File: src/rtl/fwd_hazard_ctrl.sv
// Forwarding and hazard controller for the 5-stage RV32I pipeline.
// Optional HAZARD_CNT_EN adds saturating load-use / memory-wait counters.
module fwd_hazard_ctrl #(
    parameter int REG_AW = 5
) (
    input  logic              clk,
    input  logic              rst_n,
    input  logic              id_valid,
    input  logic [REG_AW-1:0] id_rs1,
    input  logic [REG_AW-1:0] id_rs2,
    input  logic              id_use_rs1,
    input  logic              id_use_rs2,
    input  logic [REG_AW-1:0] id_rd,
    input  logic              id_reg_write,
    input  logic              id_mem_read,
    input  logic              ex_flush,
    input  logic              dmem_ready,
    output logic [1:0]        fwd_a_sel,
    output logic [1:0]        fwd_b_sel,
    output logic              pc_we,
    output logic              ifid_we,
    output logic              idex_bubble,
    output logic              ifid_flush,
`ifdef HAZARD_CNT_EN
    output logic [15:0]       lu_stall_cnt,
    output logic [15:0]       mem_wait_cnt,
`endif
    output logic [1:0]        state_o
);

    typedef enum logic [1:0] {
        RUN      = 2'b00,
        LU_STALL = 2'b01,
        MEM_WAIT = 2'b10
    } state_t;

    state_t state;

    // Shadow copies of the destination info for the EX and MEM stages.
    // A WB-stage producer is served by the register file write-through,
    // so nothing past MEM is needed for select generation.
    logic [REG_AW-1:0] ex_rd;
    logic              ex_rw;
    logic              ex_mr;
    logic [REG_AW-1:0] mem_rd;
    logic              mem_rw;
    logic              mem_ld;

    logic              frozen;
    logic              rs1_hit;
    logic              rs2_hit;
    logic              lu_hit;
    logic              flush_go;
    logic              stall_go;
    logic [1:0]        fwd_a_nx;
    logic [1:0]        fwd_b_nx;

    // Newest producer wins: EX result beats MEM result; x0 never forwards.
    function automatic logic [1:0] fwd_pick(
        input logic [REG_AW-1:0] rs,
        input logic              use_rs,
        input logic [REG_AW-1:0] e_rd,
        input logic              e_rw,
        input logic [REG_AW-1:0] m_rd,
        input logic              m_rw
    );
        logic [1:0] sel;
        sel = 2'b00;
        if (use_rs && rs != '0) begin
            if (e_rw && e_rd == rs) begin
                sel = 2'b10;
            end else if (m_rw && m_rd == rs) begin
                sel = 2'b01;
            end
        end
        return sel;
    endfunction

    // A load stuck in MEM holds the whole pipe until memory answers.
    assign frozen   = mem_ld & ~dmem_ready;
    assign rs1_hit  = id_use_rs1 & (id_rs1 == ex_rd);
    assign rs2_hit  = id_use_rs2 & (id_rs2 == ex_rd);
    assign lu_hit   = ex_mr & (ex_rd != '0) & id_valid & (rs1_hit | rs2_hit);
    assign flush_go = ex_flush & ~frozen;
    assign stall_go = lu_hit & ~flush_go & ~frozen;

    assign pc_we       = ~frozen & ~stall_go;
    assign ifid_we     = ~frozen & ~stall_go;
    assign idex_bubble = ~frozen & (flush_go | lu_hit);
    assign ifid_flush  = flush_go;
    assign state_o     = state;

    assign fwd_a_nx = fwd_pick(id_rs1, id_use_rs1, ex_rd, ex_rw, mem_rd, mem_rw);
    assign fwd_b_nx = fwd_pick(id_rs2, id_use_rs2, ex_rd, ex_rw, mem_rd, mem_rw);

    // FSM, shadow pipe advance and registered forwarding selects.
    always_ff @(posedge clk or negedge rst_n) begin
        if (!rst_n) begin
            state     <= RUN;
            ex_rd     <= '0;
            ex_rw     <= 1'b0;
            ex_mr     <= 1'b0;
            mem_rd    <= '0;
            mem_rw    <= 1'b0;
            mem_ld    <= 1'b0;
            fwd_a_sel <= 2'b00;
            fwd_b_sel <= 2'b00;
        end else begin
            unique case (state)
                RUN, LU_STALL: begin
                    if (frozen)        state <= MEM_WAIT;
                    else if (stall_go) state <= LU_STALL;
                    else               state <= RUN;
                end
                MEM_WAIT: begin
                    if (frozen)        state <= MEM_WAIT;
                    else if (stall_go) state <= LU_STALL;
                    else               state <= RUN;
                end
                default: state <= RUN;
            endcase
            if (!frozen) begin
                if (id_valid && !idex_bubble) begin
                    ex_rd <= id_rd;
                    ex_rw <= id_reg_write & (id_rd != '0);
                    ex_mr <= id_mem_read;
                end else begin
                    ex_rd <= '0;
                    ex_rw <= 1'b0;
                    ex_mr <= 1'b0;
                end
                mem_rd    <= ex_rd;
                mem_rw    <= ex_rw;
                mem_ld    <= ex_mr;
                fwd_a_sel <= idex_bubble ? 2'b00 : fwd_a_nx;
                fwd_b_sel <= idex_bubble ? 2'b00 : fwd_b_nx;
            end
        end
    end

`ifdef HAZARD_CNT_EN
    // Saturating event counters: stall entries and memory-wait cycles.
    always_ff @(posedge clk or negedge rst_n) begin
        if (!rst_n) begin
            lu_stall_cnt <= 16'h0000;
            mem_wait_cnt <= 16'h0000;
        end else begin
            if (stall_go && lu_stall_cnt != 16'hFFFF) begin
                lu_stall_cnt <= lu_stall_cnt + 16'h0001;
            end
            if (state == MEM_WAIT && mem_wait_cnt != 16'hFFFF) begin
                mem_wait_cnt <= mem_wait_cnt + 16'h0001;
            end
        end
    end
`endif

endmodule

File: config.mk
export PLATFORM = sky130hd
export DESIGN_NAME = fwd_hazard_ctrl
export DESIGN_NICKNAME = d
export VERILOG_FILES = /design/src/rtl/fwd_hazard_ctrl.sv
export SDC_FILE = /design/constraint.sdc
export NUM_CORES = 1
export LEC_CHECK = 0
export CORE_AREA = 8 8 56 58
export CTS_CLUSTER_SIZE = 8
export DETAILED_ROUTE_END_ITERATION = 16
export DIE_AREA = 0 0 64 66
export DONT_BUFFER_PORTS = 1
export GPL_ROUTABILITY_DRIVEN = 0
export PLACE_DENSITY_LB_ADDON = 0.3
export SLEW_MARGIN = 20
export SYNTH_ARGS = -nofsm -noshare
export SYNTH_HDL_FRONTEND = slang
export SYNTH_SLANG_ARGS = --single-unit
export TNS_END_PERCENT = 5
File: constraint.sdc
create_clock -name clk -period 2 [get_ports clk]
set_clock_uncertainty 0.15 [all_clocks]
set_input_delay 0.3 -clock clk [delete_from_list [all_inputs] [get_ports clk]]
set_output_delay 0.3 -clock clk [all_outputs]
set_load 0.02 [all_outputs]
==> run metrics <==
Design Area, Final=about 1300 um2; FF/Latch Area=503 um2; busiest grt layer=met2; fillers=around 200; Worst Hold End=mem_rw; nets@finish=around 150; site row count=18; asr flop ratio synth=100%; hpwl dp=between 2000 and 2500 um; fin. max-slew vios=0; DIE HEIGHT=66 um; R2R Path End=fwd_b_sel[1]; Die X=between 60 and 70 um; clock sinks=20; final setup violation count=3; synthesized instance count=roughly 120; Power Density=between 600 and 700 nW/um2; Largest stage delay, worst path=approximately 0.46 ns; Via Count=894; met2 GRT Util=between 20 and 25%; vias in the first global route=967; Ports=34; Top FF cell, synth=dfrtp_1; Net Count, Synth=about 140; Setup Crit Path Kind=reg2out; Hold Fails Final Rpt=0; DR vias/cell=slightly below 6; area delta synth->final=9.50%; Initial Util=between 50% and 60%; WP data arrival=1.83 ns; clk buf depth=2; first-pass GRT wire length=between 4000 and 5000 um; Max-Cap Viols=0; footprint of the multi-input gates=roughly 650 um2; R2R Setup Slk=approximately 0.04 ns; Post-DP Area=1200 um2; syn avg cell area=9.94 um2; root buf cell=clkbuf_4; Leakage=0.596 nW; synthesized flop and latch total=20; CP Capture Type=primary output; worst-path fanout max=5; Worst-Margin Slew=~0.9 ns; dominant cells by area after synthesis=dfrtp_1 (43%), xor2_1 (9.7%), nand2_1 (6.4%), a22o_1 (6.0%), xnor2_1 (5.2%); Worst Reg2Reg Path Length in Cells=6; Synth Warn #=0; die footprint=around 4200 um2; outcome=finished with violations; Worst Hold Class=in2reg; R2R Path Start=ex_rd[4]; dominant cell type by area after synthesis=dfrtp_1; final worst path period share=114%; WL/cell=~18 um; largest vdd supply drop=~0.43 mV; met3 usage=around 4.9%; CP Launch Type=flip-flop; worst path cell trace=xor2_1 -> nor3_2 -> and3_4 -> o2111ai_4 -> o21a_4; failing checks=negative setup slack; Yosys cell types=33; slowest cell on the critical path=dfrtp_2; area of the core=2320 um2; area share of the largest cell type after synthesis=approximately 43%; Hold Crit Start=dmem_ready; maximum clock rate=roughly 440 MHz; Hold Path Depth=3; length of the first detailed-routing pass in iterations=4; DRC=0; DRT Wirelength=between 2000 and 3000 um; min cycle time layout=2.28 ns; Synth top cells by count=dfrtp_1 (20), nand2_1 (20), xor2_1 (13), a22o_1 (8); RSZ-0062 raised after global routing=yes; EDFF count, synth=0; Post-DRT Antenna Nets=0; Overflow after GRT=0; Buffers on Ports=0; Rel. slew slack=39.5%; Final Worst Setup Slack=-0.279 ns; Clk pin slew, worst setup/hold paths=0.11 ns; largest net degree at the start of global routing=22; sequential fraction of the synthesis area=42.7%; worst-skew pair later-pin latency=~0.29 ns; DR iter-0 viols=52; post-place setup slack=0.0113 ns; CTS Buf Count=3; Mapped Area=around 1200 um2; CP required=1.55 ns; htree depth=1; initial antenna violation count=0; Ant. Diodes=0; CTS tree=done; routing usage on met1=between 10% and 20%; layout cells sized above 1=13.8%; overall global routing resource usage=between 10% and 20%
[per-layer routing]
layer | vias up | wire length (um)
li1 | 429 | -
met1 | 428 | 1150
met2 | 30 | 1300
met3 | 7 | 253
met4 | 0 | 61
met5 | - | 0
[power breakdown]
part / switching [W] / total, W / internal, W
Combinational: 0.0000678 / 0.000125 / 0.0000577
Clock: 0.000115 / 0.000226 / 0.000111
Sequential: 0.0000258 / 0.000449 / 0.000423
[state kept, by name, indices dropped and copies added, names as in the netlist]
signal,cells
ex_mr,1
ex_rd,5
ex_rw,1
fwd_a_sel,2
fwd_b_sel,2
mem_ld,1
mem_rd,5
mem_rw,1
state_o,2
[placed cells by master, fill, tap and decap left out, types with 2 or more instances in the layout]
cell type / synthesis / routed
a21oi_1: 2 / 2
a22o_1: 8 / 8
a32o_1: 2 / 2
and3_1: 7 / 7
buf_4: 1 / 4
clkbuf_4: 0 / 3
dfrtp_1: 20 / 18
dfrtp_2: 0 / 2
dlygate4sd3_1: 0 / 2
nand2_1: 20 / 20
nand2b_1: 2 / 2
nand3_1: 5 / 5
nor2_1: 7 / 7
nor4_1: 2 / 2
or4_1: 2 / 2
xnor2_1: 7 / 7
xor2_1: 13 / 13
[worst max-delay path: cells and delay by family (launching register included)]
kind | cells | cell delay (ns)
xor+xnor | 1 | 0.17
compound gates | 2 | 0.44
flops | 1 | 0.46
simple gates | 2 | 0.47
[stage by stage]
stage / std cells / utilization, % / power, W / hold WS [ns] / TNS (ns)
5_1_grt: 153 / 55.3 / 0.000851 / 0.0997 / -1.18
3_3_place_gp: 146 / 51.9 / 0.000562 / -0.145 / 0
2_1_floorplan: 118 / - / 0.000547 / -0.146 / -0.0676
6_report: 153 / 55.3 / 0.000801 / 0.0897 / -0.782
4_1_cts: 152 / 55.0 / 0.000808 / 0.0823 / -0.849
3_5_place_dp: 146 / 51.9 / 0.000567 / -0.145 / 0
[layout make-up]
class,count,share of cell area [%]
clock buffer,4,2.83
inverter,1,0.292
multi-input combinational,92,50.9
sequential,20,39.2
tap,30,2.92
timing repair buffer,6,3.90
[how the worst max path moves through the flow]
stage             start     endpoint
6_report       ex_rd[4]        pc_we
5_1_grt        ex_rd[4]        pc_we
4_1_cts        ex_rd[4]        pc_we
3_5_place_dp   ex_rd[4]  idex_bubble
3_3_place_gp   ex_rd[4]  idex_bubble
2_1_floorplan  ex_rd[4]        pc_we
[cells by family (layout without fill, tap and decap cells)]
| logic type | Yosys count | count (layout) | synth area share, % |
|---|---|---|---|
| compound gates | 20 | 20 | 16.4 |
| xor+xnor | 20 | 20 | 14.9 |
| buf+inv | 6 | 11 | 3.31 |
| flops | 20 | 20 | 42.7 |
| simple gates | 52 | 52 | 22.6 |
[what timing repair did]
item | 4_1_cts | 5_1_grt
endpoints found under the hold margin | 21 | 0
setup buffers | 0 | 1
setup endpoints to repair | 5 | 9
hold buffers | 2 | 0
gates resized for setup | 4 | 0
pin swaps | 1 | 0
Note: power is estimated with default switching activity, not from simulation.
